$ cat config.mk
export PLATFORM = sky130hd
export DESIGN_NAME = fpnew_pipe_skid_chain
export DESIGN_NICKNAME = d
export VERILOG_FILES = /design/src/rtl/fpnew_pipe_skid_chain.sv
export SDC_FILE = /design/constraint.sdc
export NUM_CORES = 1
export LEC_CHECK = 0
export ABC_AREA = 1
export BUFFER_PORTS_ARGS = -buffer_cell sky130_fd_sc_hd__buf_2
export CORE_UTILIZATION = 35
export DETAILED_ROUTE_END_ITERATION = 10
export MAX_ROUTING_LAYER = met4
export PLACE_DENSITY = 0.64
export SKIP_CTS_REPAIR_TIMING = 1
export SLEW_MARGIN = 20
export SYNTH_ARGS = -nofsm -noshare
export SYNTH_HDL_FRONTEND = slang
export SYNTH_SLANG_ARGS = --single-unit
$ cat constraint.sdc
create_clock -name clk_i -period 9.3 [get_ports clk_i]
set_input_delay 0.93 -clock clk_i [delete_from_list [all_inputs] [get_ports clk_i]]
set_output_delay 0.93 -clock clk_i [all_outputs]
set_load 0.02 [all_outputs]
$ cat src/rtl/fpnew_pipe_skid_chain.sv
`default_nettype none
// +--------------------------------------------------------------------------+
// | Module   : fpnew_pipe_skid_chain                                         |
// | Purpose  : Elastic valid/ready pipeline chain with an optional input     |
// |            skid buffer, tag-selective kill, global flush and occupancy.  |
// | Ports    : clk_i/rst_i          clock, async active-high reset          |
// |            in_*                 upstream payload, tag, valid/ready      |
// |            flush_i              drop every stored entry at next edge    |
// |            kill_i/kill_tag_i/   drop stored entries whose masked tag    |
// |            kill_mask_i          equals kill_tag_i                        |
// |            out_*                downstream payload, tag, valid/ready    |
// |            occupancy_o/busy_o   number of stored entries / non-empty    |
// | Revision : 1.0  initial release                                          |
// +--------------------------------------------------------------------------+
module fpnew_pipe_skid_chain #(
  parameter  int unsigned DataWidth   = 64,
  parameter  int unsigned TagWidth    = 4,
  parameter  int unsigned NumPipeRegs = 2,
  parameter  bit          CutReady    = 1'b1,
  localparam int unsigned CntWidth    = $clog2(NumPipeRegs + 2)
) (
  input  logic                 clk_i,
  input  logic                 rst_i,
  input  logic [DataWidth-1:0] in_data_i,
  input  logic [TagWidth-1:0]  in_tag_i,
  input  logic                 in_valid_i,
  output logic                 in_ready_o,
  input  logic                 flush_i,
  input  logic                 kill_i,
  input  logic [TagWidth-1:0]  kill_tag_i,
  input  logic [TagWidth-1:0]  kill_mask_i,
  output logic [DataWidth-1:0] out_data_o,
  output logic [TagWidth-1:0]  out_tag_o,
  output logic                 out_valid_o,
  input  logic                 out_ready_i,
  output logic [CntWidth-1:0]  occupancy_o,
  output logic                 busy_o
);

  // Kill match on the tag an element will hold after the edge.
  function automatic logic kill_hit(input logic                kill,
                                    input logic [TagWidth-1:0] tag,
                                    input logic [TagWidth-1:0] ktag,
                                    input logic [TagWidth-1:0] kmask);
    return kill & (((tag ^ ktag) & kmask) == '0);
  endfunction

  // Stage 0: the entry offered to stage 1 (skid content first, else input).
  logic                 s0_valid;
  logic [DataWidth-1:0] s0_data;
  logic [TagWidth-1:0]  s0_tag;
  logic                 s0_ready;

  logic [CntWidth-1:0]  skid_cnt_d;
  logic [CntWidth-1:0]  pipe_cnt_d;
  logic [CntWidth-1:0]  occupancy_d;
  logic [CntWidth-1:0]  occupancy_q;

  // --------------------------------------------------------------------------
  // Input skid buffer
  // --------------------------------------------------------------------------
  generate
    if (CutReady) begin : g_skid
      logic                 s_valid_q, s_valid_d;
      logic [DataWidth-1:0] s_data_q,  s_data_d;
      logic [TagWidth-1:0]  s_tag_q,   s_tag_d;
      logic                 in_ready_q, in_ready_d;

      always_comb begin
        s_valid_d = s_valid_q;
        s_data_d  = s_data_q;
        s_tag_d   = s_tag_q;
        if (s_valid_q) begin
          // Held entry drains as soon as stage 1 can take it.
          if (s0_ready) s_valid_d = 1'b0;
        end else if (in_valid_i && !s0_ready) begin
          // Accepted while the chain is blocked: park it here.
          s_valid_d = 1'b1;
          s_data_d  = in_data_i;
          s_tag_d   = in_tag_i;
        end
        if (kill_hit(kill_i, s_tag_d, kill_tag_i, kill_mask_i)) s_valid_d = 1'b0;
        if (flush_i) s_valid_d = 1'b0;
        // Registered copy keeps in_ready_o free of any combinational path.
        in_ready_d = ~s_valid_d;
      end

      always_ff @(posedge clk_i or posedge rst_i) begin
        if (rst_i) begin
          s_valid_q  <= 1'b0;
          s_data_q   <= '0;
          s_tag_q    <= '0;
          in_ready_q <= 1'b1;
        end else begin
          s_valid_q  <= s_valid_d;
          s_data_q   <= s_data_d;
          s_tag_q    <= s_tag_d;
          in_ready_q <= in_ready_d;
        end
      end

      assign s0_valid   = s_valid_q | in_valid_i;
      assign s0_data    = s_valid_q ? s_data_q : in_data_i;
      assign s0_tag     = s_valid_q ? s_tag_q  : in_tag_i;
      assign in_ready_o = in_ready_q;
      assign skid_cnt_d = CntWidth'(s_valid_d);
    end else begin : g_noskid
      assign s0_valid   = in_valid_i;
      assign s0_data    = in_data_i;
      assign s0_tag     = in_tag_i;
      assign in_ready_o = s0_ready;
      assign skid_cnt_d = '0;
    end
  endgenerate

  // --------------------------------------------------------------------------
  // Register stages 1..NumPipeRegs (array index k holds stage k+1)
  // --------------------------------------------------------------------------
  generate
    if (NumPipeRegs > 0) begin : g_pipe
      logic [NumPipeRegs-1:0] valid_q, valid_d;
      logic [DataWidth-1:0]   data_q [NumPipeRegs];
      logic [DataWidth-1:0]   data_d [NumPipeRegs];
      logic [TagWidth-1:0]    tag_q  [NumPipeRegs];
      logic [TagWidth-1:0]    tag_d  [NumPipeRegs];

      // Unified view of stages 0..NumPipeRegs.
      logic [NumPipeRegs:0]   all_valid;
      logic [DataWidth-1:0]   all_data [NumPipeRegs+1];
      logic [TagWidth-1:0]    all_tag  [NumPipeRegs+1];
      logic [NumPipeRegs:0]   ready;

      always_comb begin
        all_valid   = {valid_q, s0_valid};
        all_data[0] = s0_data;
        all_tag[0]  = s0_tag;
        for (int k = 1; k <= int'(NumPipeRegs); k++) begin
          all_data[k] = data_q[k-1];
          all_tag[k]  = tag_q[k-1];
        end
      end

      // A stage may hand its entry on when the next one is empty or moving;
      // this lets bubbles collapse under a downstream stall.
      always_comb begin
        ready[NumPipeRegs] = out_ready_i;
        for (int k = int'(NumPipeRegs) - 1; k >= 0; k--) begin
          ready[k] = ready[k+1] | ~all_valid[k+1];
        end
      end

      always_comb begin
        pipe_cnt_d = '0;
        for (int k = 0; k < int'(NumPipeRegs); k++) begin
          valid_d[k] = valid_q[k];
          data_d[k]  = data_q[k];
          tag_d[k]   = tag_q[k];
          if (ready[k]) begin
            valid_d[k] = all_valid[k];
            if (all_valid[k]) begin
              data_d[k] = all_data[k];
              tag_d[k]  = all_tag[k];
            end
          end
          if (kill_hit(kill_i, tag_d[k], kill_tag_i, kill_mask_i)) valid_d[k] = 1'b0;
          if (flush_i) valid_d[k] = 1'b0;
          pipe_cnt_d = pipe_cnt_d + CntWidth'(valid_d[k]);
        end
      end

      always_ff @(posedge clk_i or posedge rst_i) begin
        if (rst_i) begin
          valid_q <= '0;
          for (int k = 0; k < int'(NumPipeRegs); k++) begin
            data_q[k] <= '0;
            tag_q[k]  <= '0;
          end
        end else begin
          valid_q <= valid_d;
          for (int k = 0; k < int'(NumPipeRegs); k++) begin
            data_q[k] <= data_d[k];
            tag_q[k]  <= tag_d[k];
          end
        end
      end

      assign s0_ready    = ready[0];
      assign out_valid_o = all_valid[NumPipeRegs];
      assign out_data_o  = all_data[NumPipeRegs];
      assign out_tag_o   = all_tag[NumPipeRegs];
    end else begin : g_nopipe
      assign s0_ready    = out_ready_i;
      assign out_valid_o = s0_valid;
      assign out_data_o  = s0_data;
      assign out_tag_o   = s0_tag;
      assign pipe_cnt_d  = '0;
    end
  endgenerate

  // --------------------------------------------------------------------------
  // Occupancy: registered popcount of the next-state valid bits, so it always
  // matches the valid flops it describes.
  // --------------------------------------------------------------------------
  assign occupancy_d = pipe_cnt_d + skid_cnt_d;

  always_ff @(posedge clk_i or posedge rst_i) begin
    if (rst_i) occupancy_q <= '0;
    else       occupancy_q <= occupancy_d;
  end

  assign occupancy_o = occupancy_q;
  assign busy_o      = (occupancy_q != '0);

endmodule
`default_nettype wire

# Word-level counts from Yosys, hierarchy flattened
# Index checks and enable logic that the tools add are counted.
[word_totals]
elab_cells = 56
ff_bits = 210
ram_bits = 0
mem_count = 0
latch_bits = 0
output_inout_bits = 73
rom_bits = 0
[classes]
multipliers = 0
shift = 0
eq_ne = 0
div = 0
n_addsub = 2
muxes = 19
n_bitwise = 16
order_cmp = 0
reduce_logical = 9
[ops]
columns = ["op", "count"]
rows = [
  ["$mux W64", 1],
  ["$mux W4", 7],
  ["$and A4 B4 Y4", 3],
  ["$logic_not A4 Y1", 3],
  ["$xor A4 B4 Y4", 3],
  ["$mux W1", 11],
  ["$reduce_and A2 Y1", 3],
  ["$not A1 Y1", 4],
  ["$and A1 B1 Y1", 3],
  ["$or A1 B1 Y1", 3],
  ["$add A1 B1 Y2", 1],
  ["$add A2 B1 Y2", 1],
  ["$reduce_bool A2 Y1", 1],
  ["$logic_and A1 B1 Y1", 1],
  ["$logic_not A1 Y1", 1],
]

# Logic depth before layout (Yosys ltp)
[depth]
depth_word = 14
depth_mapped = 12
ltp_nobuf = 12

# Worst setup path before layout
# Ideal clock, no wire load.
[synth_timing]
path_kind = "input to register"
start = "input in_valid_i"
end = "register occupancy_q[0] (netlist: occupancy_o[0])"
arrival_time_ns = 2.257
path_buffers = 0
slack_ns = 6.907
required_time_ns = 9.164
path_stages = 9
cell_sequence = "or2_1 nand2_4 or2_2 nand3_1 nand3_1 nand2_1 nor2_1 nor2_1 fa_1"
[synth_between]
elab_chain_len = 11
[synth_lines]
columns = ["element", "line", "text"]
rows = [
  ["start, declared", "26", "input logic in_valid_i,"],
  ["$or A1 B1 Y1 (*)", "102", "assign s0_valid = s_valid_q | in_valid_i;"],
  ["$mux W4", "160", "if (all_valid[k]) begin"],
  ["$mux W4", "158", "if (ready[k]) begin"],
  ["$xor A4 B4 Y4", "45", "return kill & (((tag ^ ktag) & kmask) == '0);"],
  ["$and A4 B4 Y4", "45", ""],
  ["$logic_not A4 Y1", "45", ""],
  ["$and A1 B1 Y1", "45", ""],
  ["$mux W1 (*)", "165", "if (kill_hit(kill_i, tag_d[k], kill_tag_i, kill_mask_i)) valid_d[k] = 1'b0;"],
  ["$mux W1 (*)", "166", "if (flush_i) valid_d[k] = 1'b0;"],
  ["named net g_pipe.valid_d[0]", "121", "logic [NumPipeRegs-1:0] valid_q, valid_d;"],
  ["$add A1 B1 Y2 (*)", "167", "pipe_cnt_d = pipe_cnt_d + CntWidth'(valid_d[k]);"],
  ["$add A2 B1 Y2 (*)", "204", "assign occupancy_d = pipe_cnt_d + skid_cnt_d;"],
  ["named net occupancy_d[0]", "56", "logic [CntWidth-1:0] occupancy_d;"],
  ["end signal, assigned", "208", "else occupancy_q <= occupancy_d;"],
  ["end, declared", "57", "logic [CntWidth-1:0] occupancy_q;"],
]
# The timed path passes the listed nets; every way through them passes the cells marked *.
# A chain may end at the register's enable or synchronous reset.

# Final worst setup path
[layout_timing]
start = "register g_skid.s_valid_q"
end = "register occupancy_q[0] (netlist: occupancy_o[0])"
[layout_lines]
columns = ["element", "line", "text"]
rows = [
  ["start, declared", "64", "logic s_valid_q, s_valid_d;"],
  ["start signal, assigned", "95", "s_valid_q <= s_valid_d;"],
  ["$mux W4", "73", "if (s_valid_q) begin"],
  ["named net g_skid.s_tag_d[0]", "66", "logic [TagWidth-1:0] s_tag_q, s_tag_d;"],
  ["$xor A4 B4 Y4", "45", ""],
  ["$and A4 B4 Y4", "45", ""],
  ["$logic_not A4 Y1", "45", ""],
  ["$and A1 B1 Y1", "45", ""],
  ["$mux W1", "82", "if (kill_hit(kill_i, s_tag_d, kill_tag_i, kill_mask_i)) s_valid_d = 1'b0;"],
  ["$mux W1", "83", "if (flush_i) s_valid_d = 1'b0;"],
  ["named net g_skid.s_valid_d", "64", ""],
  ["$add A2 B1 Y2", "204", ""],
  ["named net occupancy_d[0]", "56", ""],
]
# The timed path passes the listed nets, and every way through them passes these cells.

==> metrics.cfg <==
[global_routing]
grt_usage = 0.151
grt_pass1_wl_um = 32100
grt_util_met1 = 0.205
grt_start_max_net_pins = 136
gr-total-overflow = 0
antenna_found_initial = 0
grt_pass1_vias = 6266
grt_busiest_layer = met2
met3_usage = 0.0291
grtUsageMet2 = 0.228

[route]
postRouteAntennaNets = 0
wl_per_cell_um = 13.6
drc = 0
drt-initial-drc-count = 443
vias = 6710
firstDrtPassIters = 5
viasPerCell = 4.61
totalWireLength_um = 19900

[yosys]
syn_avg_cell_area_um2 = 8.92
ys_types = 25
syn_area_um2 = 9300
yosys_warnings = 0
synth_nets = 1125
async_reset_ff_frac = 1.00
synthCells = 1042
ys.flop_type = dfrtp_1
synth_seq_cells = 210
synth_edf_count = 0
seq_area_frac_synth = 0.565

[critical_path]
cp_common_cell = nor2_1
crit_path_start_kind = register
critPathRequiredTime_ps = 9680
critPathArrivalTime_ps = 4200
path_class = reg -> reg
cp-end-kind = register
path_cells = inv_2 > nand2_2 > nor2_4 > buf_4 > nand2_1 > nand2_1 > nor2_1 > o21ai_2 > nor2_1 > nor2_1 > fa_1
crit_path_max_fanout = 80
critical_path.max_stage_delay_ps = 790
cpMaxStageDelayCell = nor2_4

[floorplan]
die_area_um2 = 27200
initial_core_util = 0.357
core_area_um2 = 26100
die_x_um = 165
rows = 59
dieHeight_um = 165
io_pins = 155

[min_path]
hold_class = in -> async

[final_layout]
mostFrequentLayoutCells = nand2_1, dfrtp_1, o21ai_0, buf_2, inv_1
nets = 1187
fin_util = 0.410
area_delta_synth_final_pct = 14.9
diodes = 0
drive_above_1_share = 0.193
n_fill_cell = 2578
layout_commonest_cell = nand2_1

[run]
maxCapViolations = 0

[placement]
place.gp.congestion = 0.809
numPortBuffers = 154
dp_hpwl_um = 12700

[clock_tree]
clock-root-buffer = clkbuf_16
cts.clk_slew.worst_paths_ps = 60
clk_latency_ps = 510
cts_sinks = 210
tritoncts = yes
h-tree-depth = 1
cts_buffers = 25
clk_path_buf_depth = 3

[sta]
finalSetupTns_ps = 0
max_freq_mhz = 262
setup_viol = 0
worstMarginPinSlew_ps = 1000
fin_crit_ps = 3820
holdWs_ps = 369
grt_setup_unrepaired = no
slew_headroom = 0.330
period_share = 0.411
fin_worst_skew_ps = 15.7
slew_viol_final = 0
hold_viol = 0

[pwr]
p_total_mw = 2.56
pwr_density_cell_nw_per_um2 = 240
ir_drop_mv = 0.193
total_leakage_power_nw = 5.23

[outcome]
status = completed

==> power by group <==
group	total (mW)	leakage (nW)	switching, mW	internal, mW
Combinational	0.399	2.32	0.266	0.133
Sequential	1.13	2.46	0.0569	1.07
Clock	1.04	0.443	0.383	0.652
Total	2.56	5.23	0.705	1.86
==> critical path, delay by kind of cell (launching register included) <==
kind            cells  cell delay (ps)
flops               1              700
buf+inv             2              810
fa+ha+maj           1              430
compound gates      1              190
simple gates        7             1470
==> worst paths after layout <==
| check | startpoint | to | slack (ps) | cells after the start |
|---|---|---|---|---|
| max | g_skid.s_valid_q$_DFF_PP0_ | occupancy_o[0]$_DFF_PP0_ | 5480 | 11 |
| min | rst_i | out_data_o[25]$_DFFE_PP0P_ | 370 | 2 |
| max reg2reg | g_skid.s_valid_q$_DFF_PP0_ | occupancy_o[0]$_DFF_PP0_ | 5480 | 11 |
| min reg2reg | out_data_o[5]$_DFFE_PP0P_ | out_data_o[5]$_DFFE_PP0P_ | 480 | 2 |
| max in group asynchronous | rst_i | g_pipe.all_data[80]$_DFFE_PP0P_ | 7420 | 4 |
| min in group clk_i | out_data_o[5]$_DFFE_PP0P_ | out_data_o[5]$_DFFE_PP0P_ | 480 | 2 |
==> cells in the mapped netlist (2+ instances only) <==
cell type    n  area (um2)
o21bai_1     3        22.5
buf_4       70         526
nand2_1    244         916
buf_1        5        18.8
clkbuf_1    17        63.8
buf_6        2        22.5
or2_2        2        12.5
nor2_1       7        26.3
o21ai_1     16        80.1
buf_2       31         155
dfrtp_1    209        5230
inv_1      146         548
o21ai_0    185         926
inv_2        2        7.51
o211ai_1    64         480
nand3_1     30         150
==> per-stage QoR <==
stage          area (um2)  cells  setup WS (ps)
6_report            10700   1457           5480
5_1_grt             10700   1457           5100
4_1_cts             10600   1456           5450
3_5_place_dp         9760   1411           5110
3_3_place_gp         9760   1411           5180
2_1_floorplan        9300   1042           2630
==> state kept, by name, summed over array words and instances, names as in the netlist <==
register,cells
g_pipe.valid_q,2
out_tag_o,4
g_skid.s_data_q,64
g_pipe.all_tag,4
out_data_o,64
g_skid.s_tag_q,4
in_ready_o,1
occupancy_o,2
g_pipe.all_data,64
g_skid.s_valid_q,1
==> layer usage <==
metal	wire, um	vias up
met5	0	-
met4	430	0
met3	1130	34
met2	8860	140
met1	9450	3152
li1	-	3384
==> kinds of logic after synthesis <==
kind of cell,Yosys count,share of synthesized area
compound gates,269,0.163
fa+ha+maj,1,0.00215
buf+inv,273,0.144
flops,210,0.565
simple gates,289,0.125
==> layout make-up <==
type / count / area (um2) / area share
Sequential cell: 210 / 5260 / 0.493
Tap cell: 335 / 419 / 0.0392
Clock inverter: 12 / 171 / 0.0160
Timing Repair Buffer: 160 / 840 / 0.0786
Clock buffer: 33 / 716 / 0.0670
Multi-Input combinational cell: 559 / 2710 / 0.254
Inverter: 148 / 566 / 0.0530
Note: power is estimated with default switching activity, not from simulation.
